`config.mk`:
```
export PLATFORM = sky130hd
export DESIGN_NAME = rgb_motion_detect_flat
export DESIGN_NICKNAME = d
export VERILOG_FILES = /design/src/rtl/rgb_motion_detect_pkg.sv /design/src/rtl/rgb_motion_detect_if.sv /design/src/rtl/rgb_motion_detect_rgb_to_luma.sv /design/src/rtl/rgb_motion_detect.sv /design/src/flat_wrapper.sv
export SDC_FILE = /design/constraint.sdc
export NUM_CORES = 1
export LEC_CHECK = 0
export ABC_AREA = 1
export CAP_MARGIN = 40
export CORE_ASPECT_RATIO = 1.5
export CORE_UTILIZATION = 30
export CTS_CLUSTER_SIZE = 12
export DETAILED_ROUTE_END_ITERATION = 7
export PLACE_DENSITY = 0.56
export SLEW_MARGIN = 20
export SYNTH_ARGS = -nofsm -noshare
export SYNTH_HDL_FRONTEND = slang
export SYNTH_SLANG_ARGS = --single-unit
export TNS_END_PERCENT = 5
```
`constraint.sdc`:
```
create_clock -name VGA_CLK -period 7.48 [get_ports VGA_CLK]
set_input_delay 1.122 -clock VGA_CLK [delete_from_list [all_inputs] [get_ports VGA_CLK]]
set_output_delay 1.122 -clock VGA_CLK [all_outputs]
set_load 0.02 [all_outputs]
```
`src/rtl/rgb_motion_detect_pkg.sv`:
```
// rtl/rgb_motion_detect_pkg.sv - shared D8M/VGA constants, luma weights and alert FSM encoding
package rgb_motion_detect_pkg;

  localparam int H_ACTIVE = 640;
  localparam int V_ACTIVE = 480;
  localparam int COORD_W  = 11;

  // Weights sum to 256 so a grey pixel maps to exactly its own level.
  localparam int unsigned LUMA_R = 77;
  localparam int unsigned LUMA_G = 150;
  localparam int unsigned LUMA_B = 29;

  typedef enum logic [1:0] {
    WARMUP = 2'd0,
    IDLE   = 2'd1,
    ALERT  = 2'd2
  } alertState_t;

endpackage

```
`src/rtl/rgb_motion_detect_if.sv`:
```
// rtl/rgb_motion_detect_if.sv - pixel stream from the Bayer-to-RGB stage
interface rgb_motion_detect_if;

  logic       READ_Request;
  logic       VGA_VS;
  logic [7:0] iRed;
  logic [7:0] iGreen;
  logic [7:0] iBlue;

  modport master (output READ_Request, VGA_VS, iRed, iGreen, iBlue);
  modport slave  (input  READ_Request, VGA_VS, iRed, iGreen, iBlue);

endinterface

```
`src/rtl/rgb_motion_detect_rgb_to_luma.sv`:
```
// rtl/rgb_motion_detect_rgb_to_luma.sv - registered 8-bit luma from 8-bit R/G/B
module rgb_to_luma
  import rgb_motion_detect_pkg::*;
(
  input  logic       clk,
  input  logic       rst,
  input  logic       iValid,
  input  logic [7:0] iRed,
  input  logic [7:0] iGreen,
  input  logic [7:0] iBlue,
  output logic [7:0] oLuma
);

  logic [15:0] weighted;

  // Max value is 256*255, so 16 bits never overflow.
  assign weighted = 16'(LUMA_R) * {8'd0, iRed}
                  + 16'(LUMA_G) * {8'd0, iGreen}
                  + 16'(LUMA_B) * {8'd0, iBlue};

  always_ff @(posedge clk) begin
    if (rst) begin
      oLuma <= '0;
    end else if (iValid) begin
      oLuma <= 8'(weighted >> 8);
    end
  end

endmodule

```
`src/rtl/rgb_motion_detect.sv`:
```
// rtl/rgb_motion_detect.sv - ROI luma accumulator, frame-to-frame motion test and alert FSM
module rgb_motion_detect #(
  parameter int DATA_DELAY    = 2,
  parameter int H_ACTIVE      = rgb_motion_detect_pkg::H_ACTIVE,
  parameter int V_ACTIVE      = rgb_motion_detect_pkg::V_ACTIVE,
  parameter int WARMUP_FRAMES = 4,
  parameter int MOTION_FRAMES = 2,
  parameter int HOLD_FRAMES   = 30,
  parameter int SUM_W         = 27
) (
  input  logic                 VGA_CLK,
  input  logic                 RST,
  rgb_motion_detect_if.slave   pix,
  input  logic [10:0]          iRoiX0,
  input  logic [10:0]          iRoiX1,
  input  logic [10:0]          iRoiY0,
  input  logic [10:0]          iRoiY1,
  input  logic [SUM_W-1:0]     iThresh,
  output logic [SUM_W-1:0]     oLumaSum,
  output logic                 oFrameDone,
  output logic                 oMotion,
  output logic                 oAlert,
  output logic [15:0]          oEventCnt
);

  import rgb_motion_detect_pkg::*;

  localparam logic [10:0] X_MAX = 11'(H_ACTIVE - 1);
  localparam logic [10:0] Y_MAX = 11'(V_ACTIVE - 1);

  logic [DATA_DELAY-1:0] reqPipe;
  logic                  reqD, reqDLast, vsQ, vsQQ, frameEnd;
  logic [10:0]           posX, posY, pixX, pixY;
  logic                  pixValid, inRoi;
  logic [7:0]            luma;
  logic [SUM_W-1:0]      acc, prevSum, diff;
  logic                  prevValid, motionNow;
  alertState_t           state, stateNext;
  logic [15:0]           frameCnt, frameCntNext, mcnt, mcntNext, hold, holdNext, eventNext;

  assign reqD     = reqPipe[DATA_DELAY-1];
  assign frameEnd = vsQQ & ~vsQ;

  always_ff @(posedge VGA_CLK) begin
    if (RST) begin
      reqPipe  <= '0;
      reqDLast <= 1'b0;
      vsQ      <= 1'b0;
      vsQQ     <= 1'b0;
      posX     <= '0;
      posY     <= '0;
    end else begin
      reqPipe  <= DATA_DELAY'({reqPipe, pix.READ_Request});
      reqDLast <= reqD;
      vsQ      <= pix.VGA_VS;
      vsQQ     <= vsQ;
      if (!pix.VGA_VS) begin
        posX <= '0;
        posY <= '0;
      end else if (reqD) begin
        if (posX != X_MAX) posX <= posX + 11'd1;
      end else if (reqDLast) begin
        posX <= '0;
        if (posY != Y_MAX) posY <= posY + 11'd1;
      end
    end
  end

  rgb_to_luma u_luma (
    .clk    (VGA_CLK),
    .rst    (RST),
    .iValid (reqD),
    .iRed   (pix.iRed),
    .iGreen (pix.iGreen),
    .iBlue  (pix.iBlue),
    .oLuma  (luma)
  );

  // Coordinates follow the luma register so both describe the same pixel.
  always_ff @(posedge VGA_CLK) begin
    if (RST) begin
      pixValid <= 1'b0;
      pixX     <= '0;
      pixY     <= '0;
    end else begin
      pixValid <= reqD;
      pixX     <= posX;
      pixY     <= posY;
    end
  end

  assign inRoi = (pixX >= iRoiX0) && (pixX <= iRoiX1) && (pixY >= iRoiY0) && (pixY <= iRoiY1);
  assign diff  = (acc >= prevSum) ? (acc - prevSum) : (prevSum - acc);
  assign motionNow = prevValid && (diff > iThresh) && (state != WARMUP);

  always_ff @(posedge VGA_CLK) begin
    if (RST) begin
      acc        <= '0;
      prevSum    <= '0;
      prevValid  <= 1'b0;
      oLumaSum   <= '0;
      oFrameDone <= 1'b0;
      oMotion    <= 1'b0;
    end else begin
      oFrameDone <= frameEnd;
      if (frameEnd) begin
        oLumaSum  <= acc;
        acc       <= '0;
        prevSum   <= acc;
        prevValid <= 1'b1;
        oMotion   <= motionNow;
      end else if (pixValid && inRoi) begin
        acc <= acc + SUM_W'(luma);
      end
    end
  end

  always_ff @(posedge VGA_CLK) begin
    if (RST) begin
      state     <= WARMUP;
      frameCnt  <= '0;
      mcnt      <= '0;
      hold      <= '0;
      oEventCnt <= '0;
      oAlert    <= 1'b0;
    end else begin
      state     <= stateNext;
      frameCnt  <= frameCntNext;
      mcnt      <= mcntNext;
      hold      <= holdNext;
      oEventCnt <= eventNext;
      oAlert    <= (stateNext == ALERT);
    end
  end

  always_comb begin
    stateNext    = state;
    frameCntNext = frameCnt;
    mcntNext     = mcnt;
    holdNext     = hold;
    eventNext    = oEventCnt;
    if (frameEnd) begin
      unique case (state)
        WARMUP: begin
          frameCntNext = frameCnt + 16'd1;
          if (frameCnt + 16'd1 == 16'(WARMUP_FRAMES)) stateNext = IDLE;
        end
        IDLE: begin
          if (motionNow) begin
            if (mcnt + 16'd1 == 16'(MOTION_FRAMES)) begin
              stateNext = ALERT;
              mcntNext  = '0;
              holdNext  = 16'(HOLD_FRAMES);
              if (oEventCnt != 16'hFFFF) eventNext = oEventCnt + 16'd1;
            end else begin
              mcntNext = mcnt + 16'd1;
            end
          end else begin
            mcntNext = '0;
          end
        end
        ALERT: begin
          if (motionNow) begin
            holdNext = 16'(HOLD_FRAMES);
          end else if (hold <= 16'd1) begin
            stateNext = IDLE;
            holdNext  = '0;
            mcntNext  = '0;
          end else begin
            holdNext = hold - 16'd1;
          end
        end
        default: stateNext = WARMUP;
      endcase
    end
  end

endmodule
```
`src/flat_wrapper.sv`:
```
// flat-port wrapper written by rule: the top's interface ports become plain ports
module rgb_motion_detect_flat import rgb_motion_detect_pkg::*;
#(
  parameter int DATA_DELAY    = 2,
  parameter int H_ACTIVE      = rgb_motion_detect_pkg::H_ACTIVE,
  parameter int V_ACTIVE      = rgb_motion_detect_pkg::V_ACTIVE,
  parameter int WARMUP_FRAMES = 4,
  parameter int MOTION_FRAMES = 2,
  parameter int HOLD_FRAMES   = 30,
  parameter int SUM_W         = 27
)
  (VGA_CLK, RST, iRoiX0, iRoiX1, iRoiY0, iRoiY1, iThresh, oLumaSum, oFrameDone, oMotion, oAlert, oEventCnt, pix_READ_Request, pix_VGA_VS, pix_iRed, pix_iGreen, pix_iBlue);
  rgb_motion_detect_if pix_i ();
  input  logic VGA_CLK;
  input  logic RST;
  input  logic [10:0] iRoiX0;
  input  logic [10:0] iRoiX1;
  input  logic [10:0] iRoiY0;
  input  logic [10:0] iRoiY1;
  input  logic [SUM_W-1:0] iThresh;
  output logic [SUM_W-1:0] oLumaSum;
  output logic oFrameDone;
  output logic oMotion;
  output logic oAlert;
  output logic [15:0] oEventCnt;
  input wire logic [$bits(pix_i.READ_Request)-1:0] pix_READ_Request;
  input wire logic [$bits(pix_i.VGA_VS)-1:0] pix_VGA_VS;
  input wire logic [$bits(pix_i.iRed)-1:0] pix_iRed;
  input wire logic [$bits(pix_i.iGreen)-1:0] pix_iGreen;
  input wire logic [$bits(pix_i.iBlue)-1:0] pix_iBlue;
  assign pix_i.READ_Request = pix_READ_Request;
  assign pix_i.VGA_VS = pix_VGA_VS;
  assign pix_i.iRed = pix_iRed;
  assign pix_i.iGreen = pix_iGreen;
  assign pix_i.iBlue = pix_iBlue;
  rgb_motion_detect #(.DATA_DELAY(DATA_DELAY), .H_ACTIVE(H_ACTIVE), .V_ACTIVE(V_ACTIVE), .WARMUP_FRAMES(WARMUP_FRAMES), .MOTION_FRAMES(MOTION_FRAMES), .HOLD_FRAMES(HOLD_FRAMES), .SUM_W(SUM_W)) u_core (.VGA_CLK(VGA_CLK), .RST(RST), .pix(pix_i), .iRoiX0(iRoiX0), .iRoiX1(iRoiX1), .iRoiY0(iRoiY0), .iRoiY1(iRoiY1), .iThresh(iThresh), .oLumaSum(oLumaSum), .oFrameDone(oFrameDone), .oMotion(oMotion), .oAlert(oAlert), .oEventCnt(oEventCnt));
endmodule
```
==> key figures <==
Run status
  • Run status: complete, no violations

STA
  • Final max-slew violation count: 0
  • Slew Limit Headroom: 45.2%
  • Final hold vios: 0
  • Clk_skew: 0.0132 ns
  • # setup viols final: 0
  • Setup TNS Final: 0 ns
  • Tmin final: slightly below 7 ns
  • Final worst-path cycle share: between 90% and 100%
  • Hold Slack: around 0.4 ns
  • RSZ-0062 raised after global routing: false
  • FMAX: around 150 MHz
  • Worst Max-Slew Pin Slew: around 0.81 ns

Global route
  • Initial antenna violation count: 0
  • Gr usage total: around 17%
  • Largest net degree at the start of global routing: 59
  • First-pass GRT wire length: 82000 um
  • GRT overflow: 0
  • Number of global-route vias before repair: between 15000 and 20000

Placement
  • Placed Instances: between 3000 and 4000
  • Hpwl dp: ~42000 um
  • Number of port buffers: 144
  • Placer Congestion: ~0.96
  • Dpl cell area: 19900 um^2

Run
  • Total of max-cap violations: 0

Floorplanning
  • Placement Rows: 108
  • Die X-Extent: approximately 200 um
  • I/O pin cnt: 145
  • Core area: about 58000 um^2
  • Initial Util: 30.5%
  • Die area: approximately 60000 um^2
  • Die span in y: roughly 300 um

Clocking
  • Worst-skew pair later-pin latency: around 0.47 ns
  • TritonCTS clock tree: done
  • Clock sinks: 181
  • CTS Buf Count: 17
  • Clock root cell: clkbuf_16
  • CTS HTree Levels: 4
  • CTS max path bufs: 2
  • Post-CTS resize count: 0
  • Cts hold-fix bufs: 0
  • Clk slew on worst S/H paths: 0.07 ns
  • Post-CTS Setup Bufs: 0

Synth
  • Asr flop ratio synth: 0%
  • Top post-synthesis cells by area: dfxtp_1 21%, ha_1 16%, nand2_1 11%
  • Commonest cells in the netlist: 502 x nand2_1, 469 x inv_1, 228 x ha_1
  • Mean Syn Cell Area: between 6 and 7 um^2
  • Yosys reg bits: about 180
  • Synth Instances: 2584
  • Syn. warnings: 0
  • Mapped Area: ~18000 um^2
  • Mapped Nets: 2969
  • Library cells used by synthesis: 59
  • Cell with the most instances after synthesis: nand2_1
  • Sequential area share after synthesis: between 20% and 30%
  • Synth area leader: dfxtp_1
  • Post-synth top area share: about a fifth
  • Main flop type after synthesis: dfxtp_1
  • Post-synth EDFFs: 0

Drt
  • TritonRoute pass-1 iters: 5
  • Initial DRC Count: roughly 640
  • DR vias: 16408
  • Drt total wl: a little over 50000 um
  • Wire length per cell: approximately 14 um
  • DR vias/cell: approximately 4.7
  • Remaining DRCs: 0
  • ANT nets after route: 0

Pwr
  • VDD IR max: 0.000249 V
  • Cell Pwr Density: approximately 190 nW/um^2
  • Leakage: just under 10 nW

Critical path
  • Crit path DAT: between 7 and 8 ns
  • Critical path fanouts, max: 6
  • Crit path launch type: input pin
  • R2R Path End: u_core.mcnt[11]$_SDFFE_PP0P_
  • Worst r2r src: u_core.oLumaSum[21]$_SDFFE_PP0P_
  • Setup CP Type: input pin to flop
  • FF-to-FF setup slack: ~1.8 ns
  • R2R depth: 28
  • Critical Path RT: between 7 and 8 ns
  • Worst Setup End Kind: flop

Layout
  • Antenna Cells: 0
  • Final Instance Count excl. Fillers: roughly 3500
  • Area growth from synthesis to layout: 16.2%
  • Fillers: roughly 6300
  • Post-layout net count: about 3100
  • Layout Utilization: a little over a third
  • Final instance area: between 20000 and 25000 um^2
  • Layout cell share with drive strength beyond 1: 3.39%

Hold path
  • Number of cells on the worst hold path: 2
  • Hold EP: u_core.reqPipe[1]$_SDFF_PP0_
  • Tightest Hold Check Type: flop to flop
  • Hold Path Origin: u_core.reqPipe[0]$_SDFF_PP0_
-- worst max-delay path: stages --
cell	delay [ns]
clkdlybuf4s50_1	0.54
ha_1	0.26
ha_1	0.27
inv_1	0.05
fa_1	0.49
fa_1	0.51
inv_1	0.04
ha_1	0.35
a21oi_1	0.19
o21ai_0	0.13
xor2_1	0.16
ha_1	0.30
fa_1	0.53
fa_1	0.44
fa_1	0.44
ha_1	0.38
a21oi_1	0.29
o21ai_0	0.14
a221oi_1	0.35
a21oi_1	0.07
o21ai_0	0.16
inv_1	0.05
-- cell type report --
cell class	instances	area, um^2	area share (%)
clock buffers	17	425	2.07
inverters	478	1790	8.74
well taps	770	963	4.69
flip-flops and latches	181	3620	17.6
repair buffers	159	1600	7.79
clock inverters	14	186	0.908
multi-input cells	1866	11900	58.2
-- power breakdown --
part	switching [mW]	internal [mW]
clock network	0.437	0.535
logic	1.15	0.818
registers	0.0130	0.978
-- metrics by stage --
stage                     power (mW)  setup WS (ns)
after floorplan                 2.56           1.00
after global placement          2.97          0.150
after detailed placement        3.01         0.0921
after CTS                       4.00          0.582
after global routing            4.35          0.192
final                           3.93          0.584
-- routing by layer --
metal | wire length (um) | vias up | part of all wire, % | GRT usage, %
met2 | 26700 | 265 | 53 | 32.7
met3 | 1190 | 72 | 2.4 | 1.29
met4 | 1730 | 0 | 3.4 | 7.36
met5 | 0 | - | 0 | 0
li1 | - | 8612 | - | -
met1 | 20900 | 7459 | 41 | 18.6
-- flip-flops by register name (all words and copies together), names as in the netlist, 2 cells and up --
register / flops
u_core.reqPipe: 2
u_core.state: 2
u_core.pixY: 11
u_core.hold: 16
u_core.mcnt: 16
u_core.acc: 27
u_core.frameCnt: 16
u_core.u_luma.oLuma: 8
u_core.oLumaSum: 27
u_core.oEventCnt: 16
u_core.posX: 11
u_core.pixX: 11
u_core.posY: 11
-- worst max-delay path by stage --
stage / start / slack (ns) / to / cells after the start
final: pix_iGreen[6] / 0.58 / u_core.u_luma.oLuma[7]$_SDFFE_PP0P_ / 22
after global routing: pix_iGreen[6] / 0.19 / u_core.u_luma.oLuma[7]$_SDFFE_PP0P_ / 22
after CTS: pix_iGreen[6] / 0.58 / u_core.u_luma.oLuma[7]$_SDFFE_PP0P_ / 22
after detailed placement: pix_iGreen[6] / 0.09 / u_core.u_luma.oLuma[7]$_SDFFE_PP0P_ / 22
after global placement: pix_iGreen[6] / 0.15 / u_core.u_luma.oLuma[7]$_SDFFE_PP0P_ / 22
after floorplan: pix_iGreen[4] / 1.00 / u_core.u_luma.oLuma[7]$_SDFFE_PP0P_ / 21
-- cells by family (layout without fill, tap and decap cells) --
| logic type | after synthesis | count (layout) | share of synthesized area (%) |
|---|---|---|---|
| adders and majority gates | 286 | 286 | 22.7 |
| buffers and inverters | 537 | 668 | 11.9 |
| and+or+nand+nor | 1021 | 1021 | 25.2 |
| xor gates and xnor gates | 113 | 113 | 5.60 |
| DFF | 181 | 181 | 20.5 |
| AOI/OAI and AO/OA | 446 | 446 | 14.1 |
-- layout by cell type (no fill, tap or decap), types with 3 or more instances in the layout --
cell and count:
buf_4 11, clkdlybuf4s50_1 143, nand3_1 114, o22ai_1 27, a21o_1 8, inv_2 6, ha_1 228, inv_8 3
nor3_1 55, a31oi_1 14, o21a_1 11, a221oi_1 4, and2_1 4, o21ai_0 128, a211oi_1 7, nand4_1 71
nor4_1 6, nand2_1 502, bufinv_16 3, a21boi_1 3, or2_2 6, o21bai_1 14, nor3b_1 5, o211ai_1 5
o2111ai_1 3, dfxtp_1 181, nor2_2 7, xor2_1 97, inv_1 469, inv_6 5, clkbuf_16 17, nor2_1 223
xnor2_1 16, a21oi_1 207, clkinv_1 3, fa_1 58, nand3b_1 5, nand2_2 10
Note: power is estimated with default switching activity, not from simulation.
